$ cat src/rtl/wb_port_arbiter.sv
// -----------------------------------------------------------------------------
// wb_port_arbiter
//
// Shares the single register-file write port between the pipeline writeback
// stage and a multi-cycle unit (MDU). Pipeline writes always win and pass
// straight through with zero latency. MDU results wait in a small in-order
// FIFO and drain whenever the port is free. A buffered result whose
// destination is overwritten by a (younger) pipeline write is killed and
// later popped without a write. If the FIFO head is blocked for
// STARVE_LIMIT cycles, a registered bubble request is raised upstream.
//
// Ports
//   clk, rst_n                 clock, asynchronous active-low reset
//   pipe_we_i/rd_i/wdata_i     WB stage write request (never delayed)
//   mdu_valid_i/rd_i/wdata_i   MDU result offer
//   mdu_ready_o                FIFO has room (state only, no bypass)
//   rf_we_o/waddr_o/wdata_o    register-file write port
//   hz_rs1_i/hz_rs2_i          hazard query registers
//   hz_rs1_busy_o/rs2_busy_o   query matches a valid buffered result
//   stall_req_o                registered request for one writeback bubble
// -----------------------------------------------------------------------------
module wb_port_arbiter #(
  parameter int FIFO_DEPTH   = 2,  // power of 2, >= 2
  parameter int STARVE_LIMIT = 4   // 1..15
) (
  input  logic        clk,
  input  logic        rst_n,

  input  logic        pipe_we_i,
  input  logic [4:0]  pipe_rd_i,
  input  logic [31:0] pipe_wdata_i,

  input  logic        mdu_valid_i,
  input  logic [4:0]  mdu_rd_i,
  input  logic [31:0] mdu_wdata_i,
  output logic        mdu_ready_o,

  output logic        rf_we_o,
  output logic [4:0]  rf_waddr_o,
  output logic [31:0] rf_wdata_o,

  input  logic [4:0]  hz_rs1_i,
  input  logic [4:0]  hz_rs2_i,
  output logic        hz_rs1_busy_o,
  output logic        hz_rs2_busy_o,

  output logic        stall_req_o
);

  localparam int AW = $clog2(FIFO_DEPTH);
  localparam int CW = AW + 1;
  localparam logic [CW-1:0] DEPTH_C = CW'(FIFO_DEPTH);
  localparam logic [3:0]    LIMIT_C = 4'(STARVE_LIMIT);

  // ---------------------------------------------------------------------------
  // Storage
  // ---------------------------------------------------------------------------
  logic [FIFO_DEPTH-1:0] ent_valid;
  logic [4:0]            ent_rd   [FIFO_DEPTH];
  logic [31:0]           ent_data [FIFO_DEPTH];

  logic [AW-1:0] wr_ptr;
  logic [AW-1:0] rd_ptr;
  logic [CW-1:0] count;       // includes killed entries
  logic [3:0]    starve_cnt;

  // ---------------------------------------------------------------------------
  // Control decode
  // ---------------------------------------------------------------------------
  logic port_busy;
  logic fifo_empty;
  logic head_valid;
  logic head_write;
  logic pop;
  logic accept;
  logic push;
  logic push_valid;

  always_comb begin
    port_busy  = pipe_we_i && (pipe_rd_i != 5'd0);
    fifo_empty = (count == '0);
    head_valid = !fifo_empty && ent_valid[rd_ptr];
    head_write = head_valid && !port_busy;
    // A killed head leaves regardless of the port; a live head only when free.
    pop        = !fifo_empty && (!ent_valid[rd_ptr] || !port_busy);

    mdu_ready_o = (count < DEPTH_C);
    accept      = mdu_valid_i && mdu_ready_o;
    // rd=0 results are accepted but never stored.
    push        = accept && (mdu_rd_i != 5'd0);
    // The pipe write this cycle is younger, so a same-rd result arrives dead.
    push_valid  = !(port_busy && (mdu_rd_i == pipe_rd_i));
  end

  // ---------------------------------------------------------------------------
  // Register-file write mux
  // ---------------------------------------------------------------------------
  always_comb begin
    // NOTE: every output gets a default first so no path through this block
    // leaves a value unassigned, which would otherwise infer a latch.
    rf_we_o    = 1'b0;
    rf_waddr_o = 5'd0;
    rf_wdata_o = 32'd0;
    if (port_busy) begin
      rf_we_o    = 1'b1;
      rf_waddr_o = pipe_rd_i;
      rf_wdata_o = pipe_wdata_i;
    end else if (head_write) begin
      rf_we_o    = 1'b1;
      rf_waddr_o = ent_rd[rd_ptr];
      rf_wdata_o = ent_data[rd_ptr];
    end else if (pipe_we_i) begin
      // A write to x0 with nothing to drain simply follows the pipe inputs.
      rf_we_o    = 1'b1;
      rf_waddr_o = pipe_rd_i;
      rf_wdata_o = pipe_wdata_i;
    end
  end

  // ---------------------------------------------------------------------------
  // Hazard query: only stored, still-valid entries count. Popped slots have
  // their valid bit cleared, so scanning every slot is exact.
  // ---------------------------------------------------------------------------
  logic rs1_hit;
  logic rs2_hit;

  always_comb begin
    rs1_hit = 1'b0;
    rs2_hit = 1'b0;
    for (int i = 0; i < FIFO_DEPTH; i++) begin
      if (ent_valid[i] && (ent_rd[i] == hz_rs1_i)) rs1_hit = 1'b1;
      if (ent_valid[i] && (ent_rd[i] == hz_rs2_i)) rs2_hit = 1'b1;
    end
    hz_rs1_busy_o = rs1_hit && (hz_rs1_i != 5'd0);
    hz_rs2_busy_o = rs2_hit && (hz_rs2_i != 5'd0);
  end

  // ---------------------------------------------------------------------------
  // FIFO control state
  // ---------------------------------------------------------------------------
  always_ff @(posedge clk or negedge rst_n) begin
    // NOTE: sequential state uses non-blocking assignments so every register
    // samples pre-edge values, independent of statement order across blocks.
    if (!rst_n) begin
      ent_valid <= '0;
      wr_ptr    <= '0;
      rd_ptr    <= '0;
      count     <= '0;
    end else begin
      // Kill first; pop and push below override their own slot afterwards.
      if (port_busy) begin
        for (int i = 0; i < FIFO_DEPTH; i++) begin
          if (ent_rd[i] == pipe_rd_i) ent_valid[i] <= 1'b0;
        end
      end
      if (pop) begin
        ent_valid[rd_ptr] <= 1'b0;
        rd_ptr            <= rd_ptr + AW'(1);
      end
      // When push is possible the FIFO is not full, so wr_ptr != rd_ptr
      // whenever pop is also active; the two slot updates never collide.
      if (push) begin
        ent_valid[wr_ptr] <= push_valid;
        wr_ptr            <= wr_ptr + AW'(1);
      end
      case ({push, pop})
        2'b10:   count <= count + CW'(1);
        2'b01:   count <= count - CW'(1);
        default: count <= count;
      endcase
    end
  end

  // NOTE: the payload array is deliberately not reset; it is only ever
  // observed through a set valid bit, so resetting it would buy nothing.
  always_ff @(posedge clk) begin
    if (push) begin
      ent_rd[wr_ptr]   <= mdu_rd_i;
      ent_data[wr_ptr] <= mdu_wdata_i;
    end
  end

  // ---------------------------------------------------------------------------
  // Starvation tracking and bubble request
  // ---------------------------------------------------------------------------
  always_ff @(posedge clk or negedge rst_n) begin
    if (!rst_n) begin
      starve_cnt  <= 4'd0;
      stall_req_o <= 1'b0;
    end else begin
      if (fifo_empty || pop) begin
        starve_cnt <= 4'd0;
      end else if (head_valid && port_busy && (starve_cnt != LIMIT_C)) begin
        starve_cnt <= starve_cnt + 4'd1;
      end
      stall_req_o <= (starve_cnt == LIMIT_C);
    end
  end

endmodule

$ cat config.mk
export PLATFORM = sky130hd
export DESIGN_NAME = wb_port_arbiter
export DESIGN_NICKNAME = d
export VERILOG_FILES = /design/src/rtl/wb_port_arbiter.sv
export SDC_FILE = /design/constraint.sdc
export NUM_CORES = 1
export LEC_CHECK = 0
export ABC_AREA = 1
export CAP_MARGIN = 20
export CORE_UTILIZATION = 35
export CTS_CLUSTER_SIZE = 12
export DETAILED_ROUTE_END_ITERATION = 8
export MAX_ROUTING_LAYER = met4
export PLACE_DENSITY = 0.73
export RECOVER_POWER = 50
export SETUP_SLACK_MARGIN = 0.05
export SKIP_CTS_REPAIR_TIMING = 1
export SYNTH_ARGS = -nofsm -noshare
export SYNTH_HDL_FRONTEND = slang
export SYNTH_SLANG_ARGS = --single-unit
export TNS_END_PERCENT = 50
$ cat constraint.sdc
create_clock -name clk -period 2.3 [get_ports clk]
set_clock_uncertainty 0.05 [all_clocks]
set_input_delay 0.345 -clock clk [delete_from_list [all_inputs] [get_ports clk]]
set_output_delay 0.345 -clock clk [all_outputs]
set_load 0.1 [all_outputs]
==> run summary, run 1 <==
unrepaired setup endpoints after global routing: yes
register area: 2500 sq um
synthesized area per cell: 8.93 sq um
Die H: 115 um
Layout area overhead: 66.8%
vias post-DR: 4003
GRT Total Usage: 18.2%
Synth Register Bits: 85
fin nets: 762
status: finished clean
startpoint types: register
worst reg2reg path startpoint: rd_ptr$_DFFE_PN0P_
Period minus WS final: 2.30 ns
final hold violations: 0
Synth Cell Area: 4470 sq um
TritonCTS Buffers: 9
final non-filler cell total: 846
kind of critical path: reg2out
# DRC: 0
vias per cell: 4.73
GPL Wtd Cong: 0.832
Cells after Synth: 501
worst slew pin tran: 0.535 ns
flop2flop setup slack: 0.36 ns
worst IR drop on VDD: 0.000574 V
Worst slew margin: 64.2%
Routed WL: 12300 um
CTS root buf: clkbuf_16
drt pass-1 iters: 4
DIE WIDTH: 115 um
Core Rows: 40
Fill cells: 981
sequential share of the synthesized area: 55.8%
max cap viols: 0
number of I/O port buffers: 129
initial antenna violation count: 1
PD cells: 982 nW/um^2
fmax: 435 MHz
Clock Path Buffers: 2
CP endpoint kind: primary output
Synth cell types: 27
CTS tree: yes
largest net degree at the start of global routing: 30
clock-pin slew on the worst setup and hold paths: 0.06 ns
CTS HTree Levels: 3
Ys Warns: 0
fin crit share: 100%
synthesized netlist net count: 592
post-route setup slack: 0.000466 ns
via count of the first global-routing pass: 3934
Die Footprint: 13200 sq um
cell leakage power: 3.21 nW
Worst Path Max Fanout: 6
DP Cell Count: 809
pre-CTS setup slack: -0.0901 ns
Iteration-0 DRC Markers: 176
Worst EP required: 1.90 ns
total gr overflow: 0
io pins: 130
WL/cell: 14.6 um
post-route ant nets: 0
Initial Util: 36.6%
layout cells sized above 1: 23.7%
CTS sink count: 85
footprint of the multi-input gates: 1950 sq um
commonest non-fill, non-tap cell in the layout: nand2_1
Slew Viols, Final: 0
worst skew pair latency: 0.32 ns
most frequent cells in the layout: nand2_1, edfxtp_1, inv_1, clkdlybuf4s50_1
Crit path arrival time: 1.90 ns
global-route wire length before repair: 18200 um
final setup fails: 0
worst hold path type: in2async
core box area: 12200 sq um
Reg2Reg Capture Point: count[1]$_DFFE_PN0P_
cells on worst reg2reg path: 11
post-DP HPWL: 8660 um
[final cells by class]
type	count	area share, %
clock inverters	7	0.990
multi-input cells	332	26.2
inverters	71	3.71
flip-flops and latches	85	33.5
clock buffers	9	3.02
well taps	168	2.82
diodes	2	0.0671
repair buffers	172	29.7
[per-stage QoR]
stage               hold WS, ns  TNS (ns)  power [mW]  util (%)  cell area, sq um
floorplan             -0.000591     -4.00        4.30         -              4480
global placement          0.438     -1.11        5.43      53.2              6490
detailed placement        0.446     -1.88        5.48      53.2              6490
CTS                       0.320     -3.74        6.91      55.6              6790
global route              0.425    -0.892        7.68      61.1              7460
finish                    0.389         0        7.32      61.1              7460
[synth_stat cells]
cell	n	share of area [%]
nor3_1	7	0.78
dfrtp_1	11	6.2
o21ai_1	8	0.90
buf_6	7	1.8
o22ai_1	6	0.84
nor2_8	1	0.45
o21ai_0	15	1.7
nand3_1	19	2.1
inv_4	1	0.14
or2_1	1	0.14
edfxtp_1	74	50
nand4_1	2	0.28
o21ai_4	1	0.36
inv_1	69	5.8
nand3_2	1	0.22
nand2_4	1	0.25
nand2_2	1	0.14
o21ai_2	26	5.1
ha_1	3	0.84
a21oi_1	8	0.90
xor2_1	6	1.2
inv_2	1	0.084
nor2_2	1	0.14
xnor2_1	6	1.2
clkbuf_1	7	0.59
nand2_1	191	16
nor2_1	27	2.3
[worst max-delay path, stage by stage, from the launching register on]
cell       delay [ns]
dfrtp_1          0.40
or2_4            0.30
nand2_8          0.11
o21ai_4          0.07
buf_12           0.16
buf_6            0.15
o21ai_4          0.15
clkbuf_16        0.22
[flip-flops by register name, indices dropped and copies added, names as in the netlist]
register and count:
ent_rd 10, count 2, wr_ptr 1, ent_data 64, ent_valid 2, stall_req_o 1
starve_cnt 4, rd_ptr 1
[where the power goes]
group	leakage, nW	internal, mW	switching [mW]
Combinational	2.24	1.39	2.35
Sequential	0.821	2.01	0.143
Clock	0.141	0.845	0.585
[routing by layer]
layer | global-route usage (%) | wire [um]
met5 | - | 0
met4 | 7.01 | 218
met3 | 2.95 | 569
met2 | 31.4 | 6580
met1 | 21.1 | 4960
[worst max path at each step]
| stage | from | endpoint | slack (ns) | depth (start not counted) |
|---|---|---|---|---|
| after global placement | pipe_rd_i[4] | rf_wdata_o[20] | -0.07 | 8 |
| after CTS | rd_ptr$_DFFE_PN0P_ | rf_waddr_o[2] | -0.13 | 9 |
| after global routing | count[0]$_DFFE_PN0P_ | rf_wdata_o[9] | -0.05 | 7 |
| final | count[0]$_DFFE_PN0P_ | rf_wdata_o[11] | 0.0005 | 7 |
| after floorplan | count[0]$_DFFE_PN0P_ | rf_wdata_o[11] | -0.48 | 5 |
| after detailed placement | pipe_rd_i[4] | rf_wdata_o[6] | -0.09 | 8 |
[logic make-up (layout without fill, tap and decap cells)]
logic type / count (synthesis) / in the layout / synth area share, %
buffers and inverters: 85 / 259 / 8.37
and+or+nand+nor: 252 / 253 / 22.8
adders and majority gates: 3 / 3 / 0.839
xor gates and xnor gates: 12 / 12 / 2.35
AOI/OAI and AO/OA: 64 / 64 / 9.77
other: 0 / 2 / 0
DFF: 85 / 85 / 55.8
(Power assumes the default switching activity.)
==> run 2, diff against run 1 <==
Settings changed: CORE_UTILIZATION 35 to 45, PLACE_DENSITY 0.73 to 0.87.
Clock period 2.3 ns to 2.9 ns, I/O delays scaled along.
==> run 2 against run 1 <==
  * First-iteration DRC count up 66%
  * Clock power down 37%
  * Count of clock-buffer cells in the layout up 2
  * Critical path depth up 3
  * Via count down 2.4%
  * Largest power group unchanged
  * Routed wire length down 6.8%
  * Cell count down 8.4%
  * Highest routed layer unchanged
==> run summary, run 2 (synthesis gave the netlist of run 1 again) <==
fin nets: 728
DP Cell Count: 759
status: finished clean
total gr overflow: 0
Finished Core Util: 67.3%
Routed WL: 11500 um
kind of critical path: in2out
CTS sink count: 85
switching power total: 2.28 mW
worst slew pin tran: 1.16 ns
io pins: 130
internal power: 2.92 mW
CP endpoint kind: primary output
fin crit share: 93.0%
worst IR drop on VDD: 0.000514 V
footprint of the multi-input gates: 1600 sq um
largest net degree at the start of global routing: 34
final hold violations: 0
worst skew pair latency: 0.35 ns
final non-filler cell total: 775
CTS tree: yes
Crit path arrival time: 2.21 ns
startpoint types: input pin
Worst slew margin: 22.7%
Initial Util: 46.2%
Worst EP required: 2.41 ns
Slew Viols, Final: 0
Largest regs: ent_data: 64 flops, ent_rd: 10 flops, starve_cnt: 4 flops
WL/cell: 14.8 um
Worst Path Max Fanout: 17
initial antenna violation count: 0
vias post-DR: 3908
Hold Worst Slack: 0.446 ns
setup_tns: 0 ns
most used cell, CP: nand2_1
switching part of the total: 43.8%
register area: 2500 sq um
GPL Wtd Cong: 0.898
global-route wire length before repair: 18700 um
CTS HTree Levels: 3
Comb pwr share: 49.8%
Iteration-0 DRC Markers: 292
post-route ant nets: 0
layout cells sized above 1: 15.0%
core box area: 9680 sq um
most frequent cells in the layout: nand2_1, edfxtp_1, inv_1, clkdlybuf4s50_1, buf_12
post-DP HPWL: 8430 um
Ant. Diodes: 0
# DRC: 0
unrepaired setup endpoints after global routing: no
Seq pwr share: 32.9%
TritonCTS Buffers: 9
Clock Path Buffers: 2
clock-pin slew on the worst setup and hold paths: 0.08 ns
via count of the first global-routing pass: 3914
Slowest cell on crit path: clkdlybuf4s50_1
PD cells: 797 nW/um^2
clock network fraction of design power: 17.4%
Die H: 102 um
drt pass-1 iters: 5
cell leakage power: 2.81 nW
Die Footprint: 10300 sq um
GRT Total Usage: 24.7%
Period minus WS final: 2.70 ns
CP Cell Sequence: clkdlybuf4s50_1 -> nor2_1 -> nand3_2 -> nand2_1 -> inv_2 -> nor2_8 -> buf_4 -> nand2_1 -> o21ai_1 -> buf_12
number of I/O port buffers: 129
fmax: 371 MHz
Fill cells: 733
worst hold path type: in2async
Largest register FFs: 64
vias per cell: 5.04
final setup fails: 0
Core Rows: 36
Layout area overhead: 45.8%
Most flops, register: ent_data
CTS root buf: clkbuf_8
max incr delay on CP: 0.50 ns
max cap viols: 0
DIE WIDTH: 102 um
commonest non-fill, non-tap cell in the layout: nand2_1
-- run 2: cell count changes in the layout (fill, tap and decap cells not counted), moves of 3 or more --
cell,before,now
o21ai_1,0,9
clkbuf_8,0,9
buf_12,38,42
dlymetal6s2s_1,5,0
nand2_2,7,1
clkbuf_16,18,0
buf_4,29,6
o21ai_2,4,26
clkbuf_1,0,6
o21ai_4,34,1
clkdlybuf4s50_1,44,49
buf_8,3,0
buf_6,5,0
nand2_1,184,191
-- run 2: path summary, 6_finish.rpt --
| kind | slack [ns] | from | end | cells after the start |
|---|---|---|---|---|
| max | 0.20 | pipe_rd_i[0] | rf_wdata_o[25] | 10 |
| min | 0.45 | rst_n | starve_cnt[1]$_DFFE_PN0P_ | 1 |
| max reg2reg | 0.73 | count[1]$_DFFE_PN0P_ | ent_data[0][31]$_DFFE_PP_ | 4 |
| min reg2reg | 0.49 | count[0]$_DFFE_PN0P_ | count[0]$_DFFE_PN0P_ | 1 |
| max in group asynchronous | 2.00 | rst_n | count[1]$_DFFE_PN0P_ | 1 |
| min in group clk | 0.49 | count[0]$_DFFE_PN0P_ | count[0]$_DFFE_PN0P_ | 1 |
-- run 2: layer usage --
layer	share of wire, %	global-route usage [%]	up-vias
met5	0	-	-
met4	1.7	8.81	0
met3	6.0	5.04	18
met2	53	41.9	150
met1	40	29.0	1859
li1	-	-	1881
-- run 2: power by group through the flow --
| stage | clock network (mW) | logic, mW | registers, mW |
|---|---|---|---|
| CTS | 0.917 | 2.62 | 1.70 |
| detailed placement | 0 | 2.60 | 1.73 |
| floorplan | 0 | 1.72 | 1.69 |
| finish | 0.902 | 2.59 | 1.71 |
| global route | 0.970 | 2.78 | 1.73 |
| global placement | 0 | 2.53 | 1.71 |
-- run 2: cell type report --
cell class / instances / area share (%)
Tap cell: 133 / 2.55
Clock buffer: 11 / 2.01
Sequential cell: 85 / 38.3
Timing Repair Buffer: 139 / 27.2
Clock inverter: 5 / 1.29
Inverter: 71 / 4.13
Multi-Input combinational cell: 331 / 24.5
-- run 2: metrics by stage --
stage / cell area [sq um] / total power [mW] / setup slack (ns)
floorplan: 4470 / 3.41 / -0.588
global placement: 6320 / 4.25 / 0.253
detailed placement: 6320 / 4.33 / 0.208
CTS: 6540 / 5.24 / 0.196
global route: 6520 / 5.48 / 0.0668
finish: 6520 / 5.20 / 0.203
-- run 2: worst max-delay path: cells and delay by family --
| kind | cells | cell delay, ns |
|---|---|---|
| compound gates | 1 | 0.15 |
| buf+inv | 4 | 1.03 |
| simple gates | 5 | 0.59 |
==> run 3, diff against run 2 <==
Settings changed: CORE_ASPECT_RATIO set to 0.8, TNS_END_PERCENT 50 to unset.
==> run 3 against run 2 <==
  * Critical path type unchanged
  * Global-route usage decreased by 1.2 points
  * Routed wire length decreased by 0.50%
  * Maximum frequency decreased by 1.5%
  * Register-to-register slack improved by 0.30 ns
==> run summary, run 3 (synthesis gave the netlist of run 1 again) <==
worst skew pair latency: 0.33 ns
io pins: 130
footprint of the multi-input gates: 1620 sq um
max cap viols: 0
Die Footprint: 10300 sq um
drt pass-1 iters: 5
fin nets: 735
Worst Path Max Fanout: 13
CTS HTree Levels: 3
cell leakage power: 2.91 nW
commonest non-fill, non-tap cell in the layout: nand2_1
DP Cell Count: 762
Worst EP required: 2.41 ns
CTS sink count: 85
fmax: 365 MHz
initial antenna violation count: 1
number of I/O port buffers: 129
register area: 2500 sq um
final total power: 5.54 mW
GRT Total Usage: 23.5%
CTS tree: yes
global-route wire length before repair: 18200 um
Most flops, register: ent_data
Worst slew margin: 20.7%
post-DP HPWL: 8430 um
Die H: 91.2 um
worst IR drop on VDD: 0.000529 V
fin crit share: 94.4%
final hold violations: 0
status: finished clean
post-route ant nets: 0
unrepaired setup endpoints after global routing: no
worst slew pin tran: 1.19 ns
PD cells: 824 nW/um^2
Slew Viols, Final: 0
Routed WL: 11400 um
Clock Path Buffers: 2
TritonCTS Buffers: 9
CTS root buf: clkbuf_16
DIE WIDTH: 113 um
largest net degree at the start of global routing: 39
Fill cells: 700
core box area: 9650 sq um
Largest regs: ent_data: 64 flops, ent_rd: 10 flops, starve_cnt: 4 flops
Largest register FFs: 64
Layout area overhead: 50.4%
layout cells sized above 1: 16.7%
most frequent cells in the layout: nand2_1, edfxtp_1, inv_1, clkdlybuf4s50_1, buf_12
# DRC: 0
GPL Wtd Cong: 0.878
via count of the first global-routing pass: 3801
worst hold path type: reg2reg
final non-filler cell total: 785
CP endpoint kind: primary output
WL/cell: 14.6 um
vias per cell: 4.98
Core Rows: 32
Period minus WS final: 2.74 ns
kind of critical path: in2out
final setup fails: 0
Initial Util: 46.3%
Hold Worst Slack: 0.455 ns
startpoint types: input pin
vias post-DR: 3907
Crit path arrival time: 2.25 ns
clock-pin slew on the worst setup and hold paths: 0.06 ns
total gr overflow: 0
flop2flop setup slack: 1.03 ns
Iteration-0 DRC Markers: 292
==> run 3: report_power, final <==
part | switching, mW | internal, mW | leakage (nW)
registers | 0.113 | 1.59 | 0.822
logic | 1.75 | 0.893 | 1.94
clock network | 0.436 | 0.752 | 0.145
==> run 3: cell type report <==
type                       count  area share (%)
tap                          136            2.53
sequential                    85            37.1
multi-input combinational    331            24.0
timing repair buffer         146            27.6
clock inverter                 5            1.25
inverter                      71            4.00
clock buffer                  10            3.41
antenna                        1          0.0372
==> run 3: metrics by stage <==
stage,setup slack [ns],instance area [sq um],setup TNS (ns),utilization (%)
3_5_place_dp,0.134,6350,0,65.8
5_1_grt,0.0543,6720,0,69.7
4_1_cts,0.131,6660,0,69.1
3_3_place_gp,0.203,6350,0,65.8
6_report,0.162,6720,0,69.7
2_1_floorplan,-0.588,4490,-1.18,-
==> run 3: path summary, 6_finish.rpt <==
kind | start | cells past startpoint | endpoint
worst max-delay path | pipe_rd_i[2] | 10 | rf_waddr_o[2]
min in group asynchronous | rst_n | 1 | wr_ptr$_DFFE_PN0P_
max in group asynchronous | rst_n | 1 | starve_cnt[3]$_DFFE_PN0P_
worst max register to register | count[1]$_DFFE_PN0P_ | 4 | ent_data[1][13]$_DFFE_PP_
worst min-delay path | wr_ptr$_DFFE_PN0P_ | 2 | wr_ptr$_DFFE_PN0P_
worst min register to register | wr_ptr$_DFFE_PN0P_ | 2 | wr_ptr$_DFFE_PN0P_
==> run 3: routing by layer <==
| layer | vias to the layer above | part of all wire (%) | global-route usage [%] |
|---|---|---|---|
| met5 | - | 0 | - |
| met3 | 15 | 6.1 | 5.47 |
| met2 | 171 | 50 | 39.7 |
| met4 | 0 | 0.92 | 5.59 |
| li1 | 1896 | - | - |
| met1 | 1825 | 43 | 28.6 |
==> run 3: worst max-delay path: stages <==
cell	delay, ns
clkdlybuf4s50_1	0.53
nor2_2	0.16
nand3_2	0.13
nand2_1	0.10
inv_2	0.09
nor2_8	0.21
buf_12	0.16
nand2_1	0.05
o21ai_1	0.17
buf_12	0.22
